## config.mk

```make
export PLATFORM = sky130hd
export DESIGN_NAME = core_s2_decode_pipe
export DESIGN_NICKNAME = d
export VERILOG_FILES = /design/src/rtl/core_pkg.sv /design/src/rtl/core_s2_decode_pipe_lane.sv /design/src/rtl/core_s2_decode_pipe.sv
export SDC_FILE = /design/constraint.sdc
export NUM_CORES = 1
export LEC_CHECK = 0
export CORE_MARGIN = 2
export CORE_UTILIZATION = 44
export DETAILED_ROUTE_END_ITERATION = 10
export HOLD_SLACK_MARGIN = 0.02
export PLACE_DENSITY_LB_ADDON = 0.12
export SLEW_MARGIN = 20
export SYNTH_ARGS = -nofsm -noshare
export SYNTH_HDL_FRONTEND = slang
export SYNTH_HIERARCHICAL = 1
export SYNTH_SLANG_ARGS = --single-unit
```

## constraint.sdc

```tcl
create_clock -name clk -period 8.5 [get_ports clk]
set_input_delay 1.275 -clock clk [delete_from_list [all_inputs] [get_ports clk]]
set_output_delay 1.275 -clock clk [all_outputs]
set_load 0.02 [all_outputs]
```

## src/rtl/core_pkg.sv

```systemverilog
// Shared decode types for the stage-2 decode pipe: opcodes, formats, ALU ops,
// pipe FSM states and the per-lane decode result.
package core_pkg;
  localparam int DECODE_MAX_LANES = 2;

  typedef enum logic [6:0] {
    OPC_LOAD     = 7'h03,
    OPC_CUSTOM_0 = 7'h0B,
    OPC_MISC_MEM = 7'h0F,
    OPC_OP_IMM   = 7'h13,
    OPC_AUIPC    = 7'h17,
    OPC_STORE    = 7'h23,
    OPC_AMO      = 7'h2F,
    OPC_OP       = 7'h33,
    OPC_LUI      = 7'h37,
    OPC_BRANCH   = 7'h63,
    OPC_JALR     = 7'h67,
    OPC_JAL      = 7'h6F,
    OPC_SYSTEM   = 7'h73
  } opcode_e;

  typedef enum logic [2:0] {
    FMT_R, FMT_I, FMT_S, FMT_B, FMT_U, FMT_J, FMT_OTHER
  } instr_format_e;

  typedef enum logic [3:0] {
    ALU_ADD, ALU_SUB, ALU_SLL, ALU_SLT, ALU_SLTU,
    ALU_XOR, ALU_SRL, ALU_SRA, ALU_OR, ALU_AND
  } aluop_e;

  typedef enum logic [1:0] {ST_RUN, ST_DRAIN, ST_HALTED} pipe_state_e;

  typedef struct packed {
    logic          illegal;
    logic          halt_req;
    logic [31:0]   imm;
    instr_format_e fmt;
    aluop_e        alu_op;
  } decode_lane_s;
endpackage

```

## src/rtl/core_s2_decode_pipe_lane.sv

```systemverilog
// Combinational RV32I decode of one instruction lane.
// Extra illegal-encoding checks are enabled by CORE_S2_DECODE_STRICT_EN.
module core_s2_decode_lane
  import core_pkg::*;
(
  input  logic [31:0]  instr_i,
  output decode_lane_s dec_o
);
  opcode_e    opc;
  logic [2:0] f3;
  logic       known, strict_bad;

  assign opc = opcode_e'(instr_i[6:0]);
  assign f3  = instr_i[14:12];

  always_comb begin
    known        = 1'b1;
    dec_o.fmt    = FMT_OTHER;
    dec_o.alu_op = ALU_ADD;
    case (opc)
      OPC_OP, OPC_AMO:                               dec_o.fmt = FMT_R;
      OPC_LOAD, OPC_MISC_MEM, OPC_OP_IMM, OPC_JALR: dec_o.fmt = FMT_I;
      OPC_STORE:                                     dec_o.fmt = FMT_S;
      OPC_BRANCH:                                    dec_o.fmt = FMT_B;
      OPC_LUI, OPC_AUIPC:                            dec_o.fmt = FMT_U;
      OPC_JAL:                                       dec_o.fmt = FMT_J;
      OPC_CUSTOM_0, OPC_SYSTEM:                      dec_o.fmt = FMT_OTHER;
      default:                                       known = 1'b0;
    endcase

    if (opc == OPC_BRANCH) dec_o.alu_op = ALU_SUB;
    else if (opc == OPC_OP || opc == OPC_OP_IMM) begin
      case (f3)
        3'd0:    dec_o.alu_op = (opc == OPC_OP && instr_i[30]) ? ALU_SUB : ALU_ADD;
        3'd1:    dec_o.alu_op = ALU_SLL;
        3'd2:    dec_o.alu_op = ALU_SLT;
        3'd3:    dec_o.alu_op = ALU_SLTU;
        3'd4:    dec_o.alu_op = ALU_XOR;
        3'd5:    dec_o.alu_op = instr_i[30] ? ALU_SRA : ALU_SRL;
        3'd6:    dec_o.alu_op = ALU_OR;
        default: dec_o.alu_op = ALU_AND;
      endcase
    end

    case (dec_o.fmt)
      FMT_I:   dec_o.imm = {{20{instr_i[31]}}, instr_i[31:20]};
      FMT_S:   dec_o.imm = {{20{instr_i[31]}}, instr_i[31:25], instr_i[11:7]};
      FMT_B:   dec_o.imm = {{19{instr_i[31]}}, instr_i[31], instr_i[7],
                            instr_i[30:25], instr_i[11:8], 1'b0};
      FMT_U:   dec_o.imm = {instr_i[31:12], 12'b0};
      FMT_J:   dec_o.imm = {{11{instr_i[31]}}, instr_i[31], instr_i[19:12],
                            instr_i[20], instr_i[30:21], 1'b0};
      default: dec_o.imm = 32'h0;
    endcase
  end

`ifdef CORE_S2_DECODE_STRICT_EN
  always_comb begin
    strict_bad = 1'b0;
    case (opc)
      OPC_OP:     strict_bad = !(instr_i[31:25] inside {7'b0000000, 7'b0100000, 7'b0000001});
      OPC_LOAD:   strict_bad = f3 inside {3'd3, 3'd6, 3'd7};
      OPC_STORE:  strict_bad = f3 > 3'd2;
      OPC_BRANCH: strict_bad = f3 inside {3'd2, 3'd3};
      OPC_JALR:   strict_bad = f3 != 3'd0;
      default:    strict_bad = 1'b0;
    endcase
  end
`else
  assign strict_bad = 1'b0;
`endif

  // All supported opcodes end in 2'b11, but the explicit check keeps intent obvious.
  assign dec_o.illegal  = !known || instr_i[1:0] != 2'b11 || instr_i == 32'h0 ||
                          instr_i == 32'hFFFF_FFFF || strict_bad;
  assign dec_o.halt_req = opc == OPC_CUSTOM_0;
endmodule

```

## src/rtl/core_s2_decode_pipe.sv

```systemverilog
// Stage-2 decode pipe: per-lane decode, BUF_DEPTH bundle FIFO and RUN/DRAIN/HALTED FSM.
// Define CORE_S2_DECODE_STRICT_EN for additional funct3/funct7 illegal checks.
module core_s2_decode_pipe
  import core_pkg::*;
#(
  parameter int LANES     = 1,
  parameter int BUF_DEPTH = 2
)(
  input  logic                                   clk,
  input  logic                                   rst,
  input  logic                                   flush,
  input  logic                                   resume,
  input  logic                                   in_valid,
  output logic                                   in_ready,
  input  logic [LANES*32-1:0]                    in_instr,
  input  logic [31:0]                            in_pc,
  input  logic [LANES-1:0]                       in_lane_valid,
  output logic                                   out_valid,
  input  logic                                   out_ready,
  output logic [LANES*32-1:0]                    out_instr,
  output logic [31:0]                            out_pc,
  output logic [LANES-1:0]                       out_lane_valid,
  output logic [LANES-1:0]                       out_illegal,
  output logic [LANES-1:0]                       out_halt_req,
  output logic [LANES*32-1:0]                    out_imm,
  output logic [LANES*$bits(instr_format_e)-1:0] out_format,
  output logic [LANES*$bits(aluop_e)-1:0]        out_alu_op,
  output logic                                   halted
);
  localparam int FW = $bits(instr_format_e);
  localparam int AW = $bits(aluop_e);
  localparam int PW = $clog2(BUF_DEPTH);
  localparam int CW = $clog2(BUF_DEPTH + 1);

  decode_lane_s [LANES-1:0] dec, dec_rd;
  logic [LANES-1:0]         stop, halt_vec, lv_masked;
  logic                     push, pop;

  logic [LANES*32-1:0]      instr_q [BUF_DEPTH];
  logic [31:0]              pc_q    [BUF_DEPTH];
  logic [LANES-1:0]         lv_q    [BUF_DEPTH];
  decode_lane_s [LANES-1:0] dec_q   [BUF_DEPTH];
  logic [PW-1:0]            wr_ptr_q, rd_ptr_q;
  logic [CW-1:0]            count_q;
  pipe_state_e              state_q, state_d;

  for (genvar i = 0; i < LANES; i++) begin : g_lane
    core_s2_decode_lane u_dec (.instr_i(in_instr[i*32 +: 32]), .dec_o(dec[i]));
    assign stop[i]     = in_lane_valid[i] & (dec[i].illegal | dec[i].halt_req);
    assign halt_vec[i] = dec[i].halt_req;

    assign out_illegal[i]         = dec_rd[i].illegal;
    assign out_halt_req[i]        = dec_rd[i].halt_req;
    assign out_imm[i*32 +: 32]    = dec_rd[i].imm;
    assign out_format[i*FW +: FW] = dec_rd[i].fmt;
    assign out_alu_op[i*AW +: AW] = dec_rd[i].alu_op;
  end

  // The first stopping lane survives; everything after it in the bundle is squashed.
  always_comb begin
    logic blk;
    blk = 1'b0;
    for (int i = 0; i < LANES; i++) begin
      lv_masked[i] = in_lane_valid[i] & !blk;
      blk          = blk | stop[i];
    end
  end

  assign in_ready  = (count_q < CW'(BUF_DEPTH)) && state_q == ST_RUN && !flush && !rst;
  assign out_valid = count_q != '0;
  assign push      = in_valid && in_ready;
  assign pop       = out_valid && out_ready;

  always_ff @(posedge clk or posedge rst) begin
    if (rst) begin
      wr_ptr_q <= '0;
      rd_ptr_q <= '0;
      count_q  <= '0;
    end else if (flush) begin
      wr_ptr_q <= '0;
      rd_ptr_q <= '0;
      count_q  <= '0;
    end else begin
      if (push) wr_ptr_q <= wr_ptr_q + 1'b1;
      if (pop)  rd_ptr_q <= rd_ptr_q + 1'b1;
      count_q <= count_q + CW'(push) - CW'(pop);
    end
  end

  always_ff @(posedge clk or posedge rst) begin
    if (rst) begin
      for (int e = 0; e < BUF_DEPTH; e++) begin
        instr_q[e] <= '0;
        pc_q[e]    <= '0;
        lv_q[e]    <= '0;
        dec_q[e]   <= '0;
      end
    end else if (push) begin
      instr_q[wr_ptr_q] <= in_instr;
      pc_q[wr_ptr_q]    <= in_pc;
      lv_q[wr_ptr_q]    <= lv_masked;
      dec_q[wr_ptr_q]   <= dec;
    end
  end

  assign dec_rd         = dec_q[rd_ptr_q];
  assign out_instr      = instr_q[rd_ptr_q];
  assign out_pc         = pc_q[rd_ptr_q];
  assign out_lane_valid = lv_q[rd_ptr_q];

  always_ff @(posedge clk or posedge rst) begin
    if (rst) state_q <= ST_RUN;
    else     state_q <= state_d;
  end

  always_comb begin
    state_d = state_q;
    if (flush) state_d = ST_RUN;
    else begin
      case (state_q)
        ST_RUN:    if (push && |(lv_masked & halt_vec)) state_d = ST_DRAIN;
        ST_DRAIN:  if (count_q == '0) state_d = ST_HALTED;
        ST_HALTED: if (resume) state_d = ST_RUN;
        default:   state_d = ST_RUN;
      endcase
    end
  end

  assign halted = state_q == ST_HALTED;
endmodule

```

==> flow_summary.json, run 1 <==
{
  "io_buffers": 179,
  "ir_worst_vdd_v": 0.000238,
  "routed_via_density": 5.27,
  "final-seq-area_mm2": 0.00546,
  "hold_viol": 0,
  "design_area_mm2": 0.0134,
  "avgSynthCellArea_um2": 14.5,
  "synth_edf_count": 0,
  "grt_max_degree": 140,
  "yosys.area.top_type": "dfrtp_1",
  "synth_top_area_share_pct": 51.8,
  "synthTopCellsByArea": "dfrtp_1 52%, mux2_2 27%, mux2_4 9.8%",
  "crit_required_ns": 7.22,
  "ctsRootBufferMaster": "clkbuf_16",
  "place_hpwl_um": 15900,
  "overflow": 0,
  "drv_slew": 0,
  "worstSetupPathType": "flop to primary output",
  "clock_latency_ns": 0.51,
  "first_pass_iters": 4,
  "async_reset_ff_share_pct": 100,
  "start_kind": "flop",
  "syn_inst": 726,
  "utilization_pct": 56.9,
  "cts_max_level": 1,
  "slew_headroom_pct": 30.0,
  "crit_chain": "buf_4, mux2_2, clkdlybuf4s50_1",
  "crit_path_max_incr_delay_ns": 0.86,
  "ctsHoldBuffers": 0,
  "synth.most_common_cell": "mux2_2",
  "numCtsBuffers": 25,
  "period_needed_ns": 4.55,
  "rsz0062_at_grt": "false",
  "drtIter0Drc": 306,
  "fin_crit_sh_pct": 53.5,
  "grt_pass1_wl_um": 38900,
  "die_x_um": 159,
  "ys_warn_count": 6,
  "fin_hold_ws_ns": 0.498,
  "dieArea_mm2": 0.0252,
  "p_leak_nw": 6.16,
  "crit_slowest_cell": "dfrtp_4",
  "drive_gt1_share_pct": 41.8,
  "cts_resized": 0,
  "cts_num_sinks": 218,
  "status": "finished clean",
  "core_area_mm2": 0.0235,
  "yosysSeqAreaShare_pct": 51.8,
  "setup_viol": 0,
  "post_cts_buffers": 0,
  "ios": 180,
  "num_rows": 56,
  "synth_ff_type": "dfrtp_1",
  "crit_fanout": 61,
  "crit_family": "buffers and inverters",
  "antenna_found_initial": 0,
  "clockBufferDepth": 3,
  "hp-class": "flop to flop",
  "max_freq_ghz": 0.220,
  "num_antenna_cells": 0,
  "worstMarginPinSlew_ns": 1.05,
  "tns_ns": 0,
  "grtUsageTotal_pct": 19.0,
  "fp.dieH_um": 159,
  "grt_pass1_vias": 6896,
  "placed_cell_area_mm2": 0.0125,
  "dp.cells": 1187,
  "initial_core_util_pct": 44.9,
  "synthTopCellsByCount": "249 x mux2_2, 218 x dfrtp_1, 69 x mux2_4, 19 x buf_2, 17 x nor2_1",
  "nFillCells": 1918,
  "worstSetupEndpointType": "primary output",
  "clk_pin_slew_worst_paths_ns": 0.06,
  "gp_congestion": 0.801,
  "cts_tree": "built",
  "ant_nets": 0,
  "wire_per_inst_um": 19.6,
  "cp.buffers_inverters": 2,
  "pre_cts_ws_ns": 3.69,
  "final-instance-count-excl-fill": 1230,
  "syn-num-nets": 800,
  "final_nets": 969,
  "synth_seq_cells": 218,
  "skew_ns": 0.00643,
  "drc_errors": 0,
  "setup_ws_ns": 3.95,
  "arrival_ns": 3.27,
  "power_mw": 4.18,
  "synth.distinct_cells": 46,
  "drv_cap": 0,
  "totalWireLength_um": 24100,
  "syn-cell-area_mm2": 0.0105,
  "multi_input_area_mm2": 0.00480,
  "area_delta_synth_final_pct": 26.8,
  "vias": 6481,
  "power.density_mw_per_mm2": 313
}
[worst paths after layout]
path	startpoint	end	slack [ns]	depth (start not counted)
setup / recovery	rd_ptr_q	out_alu_op[2]	3.95	3
hold / removal	instr_q[39]	instr_q[39]	0.50	1
setup reg to reg	count_q[1]	pc_q[11]	5.62	4
hold reg to reg	instr_q[39]	instr_q[39]	0.50	1
max in group asynchronous	rst	dec_q[53]	5.66	3
min in group asynchronous	rst	state_q[1]	1.50	2
[cell type report]
cell class,count,share of cell area (%)
tap,319,2.99
multi-input combinational,456,35.9
sequential,218,40.9
clock buffer,36,5.44
timing repair buffer,184,13.7
clock inverter,7,0.693
inverter,10,0.337
[sequential cells by signal, summed over array words and instances (netlist names)]
signal and flops:
dec_q 82, instr_q 64, pc_q 64, count_q 2, lv_q 2, state_q 2, rd_ptr_q 1, wr_ptr_q 1
[placed cells by master, fill, tap and decap left out, types with 4 or more instances in the layout]
cell / instances
a21oi_1: 12
a21o_1: 14
and2_1: 5
clkdlybuf4s50_1: 179
clkbuf_8: 6
and3_1: 6
nor2b_1: 5
a31o_2: 5
mux2_4: 69
buf_4: 4
dfrtp_1: 217
clkbuf_1: 5
nand2_1: 14
nor2_1: 17
inv_1: 9
o21ai_0: 6
mux2_2: 249
nand3_1: 7
nand3b_1: 4
clkbuf_16: 25
[report_power, final]
group | total, mW | internal, mW | switching, mW
clock network | 1.07 | 0.651 | 0.415
logic | 1.56 | 0.892 | 0.667
registers | 1.55 | 1.36 | 0.190
[metal layers]
metal  vias up  global-route usage, %  share of wire, %
li1       2965                      -                 -
met1      3317                   25.4                45
met2       149                   32.1                49
met3        50                   3.19               4.0
met4         0                   5.59               2.4
met5         -                      0                 0
[cells by family after synthesis]
kind of cell | synth area share, %
XOR/XNOR | 0.166
adder cells (fa/ha/maj) | 0.356
flip-flops | 51.8
buffers and inverters | 2.72
multiplexers | 36.7
AND/OR/NAND/NOR | 4.29
AO/OA/AOI/OAI | 3.93
[worst reg2reg max path: stages, from the launching register on]
cell	delay, ns
dfrtp_1	0.47
nor4b_4	0.41
nand3_4	0.69
buf_4	0.74
mux2_4	0.46
Power figures use the tool's default switching activity.
==> run 2, diff against run 1 <==
==> constraint.sdc (replaced) <==
create_clock -name clk -period 3.8 [get_ports clk]
set_input_delay 0.57 -clock clk [delete_from_list [all_inputs] [get_ports clk]]
set_output_delay 0.57 -clock clk [all_outputs]
set_load 0.02 [all_outputs]
==> flow_summary.json, run 2 (same netlist as run 1, synthesis figures left out) <==
{
  "wl_met1_um": 10500,
  "final_common_cell": "mux2_2",
  "regMostFlops": "dec_q",
  "gp_congestion": 0.787,
  "hp-class": "flop to flop",
  "fp.dieH_um": 159,
  "power.density_mw_per_mm2": 702,
  "area_delta_synth_final_pct": 28.5,
  "num_rows": 56,
  "clk_pin_slew_worst_paths_ns": 0.06,
  "drive_gt1_share_pct": 42.6,
  "totalWireLength_um": 24300,
  "clock_latency_ns": 0.52,
  "vias": 6559,
  "crit_slowest_cell": "a211oi_2",
  "cts_tree": "built",
  "ctsRootBufferMaster": "clkbuf_16",
  "period_needed_ns": 3.14,
  "routed_via_density": 5.28,
  "cts_resized": 0,
  "crit_chain": "clkdlybuf4s50_1, nand3b_1, mux2i_1, nand3_1, ha_1, o21ai_4, a211oi_2, a31o_2, mux2_2",
  "die_x_um": 159,
  "ir_worst_vdd_v": 0.000443,
  "drv_cap": 0,
  "hold_viol": 0,
  "antenna_found_initial": 0,
  "setup_viol": 0,
  "drtIter0Drc": 312,
  "wl_met2_um": 12200,
  "ant_nets": 0,
  "core_area_mm2": 0.0235,
  "nFillCells": 1870,
  "first_pass_iters": 4,
  "arrival_ns": 3.60,
  "numCtsBuffers": 25,
  "crit_fanout": 13,
  "worstSetupEndpointType": "flop",
  "drv_slew": 0,
  "slew_headroom_pct": 42.5,
  "top_regs": "dec_q x82, instr_q x64, pc_q x64",
  "rsz0062_at_grt": "false",
  "ctsHoldBuffers": 0,
  "status": "finished clean",
  "largest_reg_flops": 82,
  "grt_max_degree": 181,
  "fin_crit_sh_pct": 82.5,
  "initial_core_util_pct": 44.9,
  "crit_path_max_incr_delay_ns": 0.77,
  "grt_pass1_vias": 7244,
  "start_kind": "input port",
  "p_leak_nw": 6.26,
  "wire_per_inst_um": 19.6,
  "grt_pass1_wl_um": 39300,
  "crit_required_ns": 4.26,
  "clockBufferDepth": 3,
  "grtUsageTotal_pct": 19.1,
  "num_antenna_cells": 0,
  "io_buffers": 179,
  "ios": 180,
  "tns_ns": 0,
  "overflow": 0,
  "place_hpwl_um": 16000,
  "cts_max_level": 1,
  "route.met3.wl_um": 1040,
  "fin_hold_ws_ns": 0.498,
  "post_cts_buffers": 0,
  "drc_errors": 0,
  "top_layer": "met4",
  "worstSetupPathType": "input port to flop",
  "skew_ns": 0.0151,
  "final_nets": 980,
  "layout_common_cells": "249 x mux2_2, 217 x dfrtp_1, 179 x clkdlybuf4s50_1",
  "cts_num_sinks": 218,
  "dieArea_mm2": 0.0252,
  "worstMarginPinSlew_ns": 0.861,
  "max_freq_ghz": 0.319
}
-- run 2: changes by cell type in the layout (fill, tap and decap cells not counted), sizes merged --
cell,delta
bufinv,+2
clkbuf,-2
clkinv,+3
clkinvlp,-2
buf,+11
-- run 2: routing by layer --
metal  up-vias  GRT usage, %
met3        35          3.61
met4         0          4.46
met1      3380          24.2
met5         -             0
li1       2992             -
met2       152          33.6
-- run 2: final timing paths --
path / from / endpoint / slack [ns] / cells past startpoint
setup reg to reg: count_q[1] / pc_q[9] / 1.41 / 4
hold / removal: instr_q[2] / instr_q[2] / 0.50 / 1
hold reg to reg: instr_q[2] / instr_q[2] / 0.50 / 1
setup / recovery: in_instr[4] / dec_q[73] / 0.66 / 9
max in group asynchronous: rst / instr_q[53] / 2.21 / 4
min in group asynchronous: rst / dec_q[81] / 0.59 / 3
-- run 2: layout make-up --
type	count	area, um2	share of cell area [%]
Sequential cell	218	5460	40.3
Multi-Input combinational cell	456	4800	35.5
Timing Repair Buffer	195	1980	14.6
Clock buffer	34	699	5.17
Tap cell	319	399	2.95
Clock inverter	10	154	1.14
Inverter	10	41.3	0.305
-- run 2: report_power, final --
| part | internal (mW) | total [mW] | switching, mW |
|---|---|---|---|
| Clock | 1.55 | 2.50 | 0.949 |
| Combinational | 2.02 | 3.56 | 1.53 |
| Sequential | 3.05 | 3.44 | 0.394 |
-- run 2: metrics by stage --
step | setup WS, ns | cells | power, mW | utilization (%) | cell area, um2
floorplan | 0.390 | 726 | 5.60 | - | 10500
global placement | 0.301 | 1197 | 6.93 | 53.9 | 12700
detailed placement | 0.138 | 1197 | 7.06 | 53.9 | 12700
CTS | 0.641 | 1241 | 9.61 | 57.5 | 13500
global route | 0.505 | 1242 | 9.95 | 57.7 | 13500
finish | 0.663 | 1242 | 9.50 | 57.7 | 13500
-- run 2: worst max-delay path, delay by kind of cell --
kind	cells	cell delay (ns)
buffers and inverters	1	0.63
multiplexers	2	0.34
AO/OA/AOI/OAI	3	1.11
adder cells (fa/ha/maj)	1	0.42
AND/OR/NAND/NOR	2	0.52
==> run 3, diff against run 2 <==
==> constraint.sdc (replaced) <==
create_clock -name clk -period 3.28 [get_ports clk]
set_input_delay 0.492 -clock clk [delete_from_list [all_inputs] [get_ports clk]]
set_output_delay 0.492 -clock clk [all_outputs]
set_load 0.02 [all_outputs]
==> flow_summary.json, run 3 (same netlist as run 1, synthesis figures left out) <==
{
  "drc_errors": 0,
  "worstReg2RegEnd": "instr_q[14]",
  "layout_common_cells": "249 x mux2_2, 217 x dfrtp_1, 179 x clkdlybuf4s50_1",
  "worstSetupEndpointType": "primary output",
  "r2r_start": "count_q[1]",
  "worstSetupPathType": "flop to primary output",
  "num_antenna_cells": 0,
  "power.switching_mw": 3.33,
  "clockBufferDepth": 3,
  "grt_max_degree": 91,
  "numCtsBuffers": 24,
  "crit_fanout": 30,
  "clkPwrFrac_pct": 25.6,
  "status": "finished clean",
  "grtUsageTotal_pct": 19.5,
  "design_area_mm2": 0.0136,
  "top_layer": "met4",
  "io_buffers": 179,
  "cts_resized": 0,
  "cts_max_level": 1,
  "drtIter0Drc": 259,
  "ctsHoldBuffers": 0,
  "top_regs": "dec_q x82, instr_q x64, pc_q x64",
  "antenna_found_initial": 0,
  "utilization_pct": 58.1,
  "start_kind": "flop",
  "area_delta_synth_final_pct": 29.4,
  "slew_headroom_pct": 38.0,
  "grt_pass1_wl_um": 40100,
  "power.combinational.fraction_pct": 37.8,
  "ant_nets": 0,
  "ctsRootBufferMaster": "clkbuf_16",
  "power_mw": 10.9,
  "first_pass_iters": 4,
  "period_needed_ns": 3.05,
  "arrival_ns": 2.56,
  "initial_core_util_pct": 44.9,
  "num_rows": 56,
  "cts_num_sinks": 218,
  "post_cts_buffers": 0,
  "largest_reg_flops": 82,
  "cts_tree": "built",
  "netSwitchingFraction_pct": 30.4,
  "fin_crit_sh_pct": 93.1,
  "core_area_mm2": 0.0235,
  "worstMarginPinSlew_ns": 0.930,
  "final_nets": 994,
  "gp_congestion": 0.790,
  "reg2reg_setup_slack_ns": 1.29,
  "ff2ff_path_depth": 4,
  "grt_pass1_vias": 7349,
  "p_int_mw": 7.62,
  "crit_required_ns": 2.79,
  "drive_gt1_share_pct": 43.6,
  "setup_viol": 0,
  "vias": 6595,
  "wl_met1_um": 10800,
  "route.met3.wl_um": 859,
  "ir_worst_vdd_v": 0.000491,
  "fp.dieH_um": 159,
  "wl_met2_um": 12400,
  "max_freq_ghz": 0.327,
  "power.density_mw_per_mm2": 803,
  "totalWireLength_um": 24600,
  "drv_cap": 0,
  "overflow": 0,
  "rsz0062_at_grt": "false",
  "power.share.sequential_pct": 36.6,
  "hp-class": "input port to async pin",
  "placed_cell_area_mm2": 0.0128,
  "final_common_cell": "mux2_2",
  "routed_via_density": 5.25,
  "die_x_um": 159,
  "clock_latency_ns": 0.51,
  "drv_slew": 0,
  "wire_per_inst_um": 19.6,
  "ios": 180,
  "place_hpwl_um": 16400,
  "dieArea_mm2": 0.0252,
  "clk_pin_slew_worst_paths_ns": 0.06,
  "hold_viol": 0,
  "regMostFlops": "dec_q",
  "skew_ns": 0.0167,
  "p_leak_nw": 6.32
}
run 3: changes by cell type in the layout (fill, tap and decap cells not counted), sizes merged:
cell	delta
buf	+15
bufinv	-2
clkbuf	+2
clkinv	-1
clkinvlp	+1
inv	-1
run 3: critical path, stage by stage, from the launching register on:
cell and delay, ns:
dfrtp_4 0.75, buf_4 0.36, mux2_2 0.38, clkdlybuf4s50_1 0.54
run 3: worst max path at each step:
stage,start,to,slack (ns),cells after the start
after detailed placement,in_instr[4],dec_q[24],-0.06,7
after global routing,rd_ptr_q,out_imm[29],0.14,3
after global placement,in_instr[4],dec_q[25],0.01,7
after CTS,rd_ptr_q,out_instr[23],0.18,3
after floorplan,rst,count_q[0],-0.05,1
final,rd_ptr_q,out_imm[19],0.23,3
run 3: power groups by stage:
stage	logic (mW)	registers [mW]	clock network (mW)
global route	4.39	4.12	2.98
finish	4.14	4.01	2.80
global placement	4.09	3.97	0
CTS	4.20	4.02	2.88
floorplan	2.65	3.84	0
detailed placement	4.17	4.06	0
run 3: layout make-up:
type                            count  area (um2)
Clock inverter                      7        87.6
Clock buffer                       36         747
Sequential cell                   218        5460
Inverter                           10        41.3
Timing Repair Buffer              210        2100
Multi-Input combinational cell    456        4800
Fill cell                        1877        9840
Tap cell                          319         399
run 3: per-stage QoR:
step	TNS, ns	std cells	setup slack (ns)	hold slack, ns
floorplan	-11.36	726	-0.0521	0.474
global placement	0	1213	0.0105	0.481
detailed placement	-1.10	1213	-0.0623	0.488
CTS	0	1256	0.183	0.489
global route	0	1256	0.139	0.511
finish	0	1256	0.225	0.498
run 3: routing by layer:
layer | up-vias | GRT usage [%]
li1 | 3017 | -
met1 | 3398 | 25.3
met2 | 140 | 34.3
met3 | 40 | 3.27
met4 | 0 | 4.50
met5 | - | 0
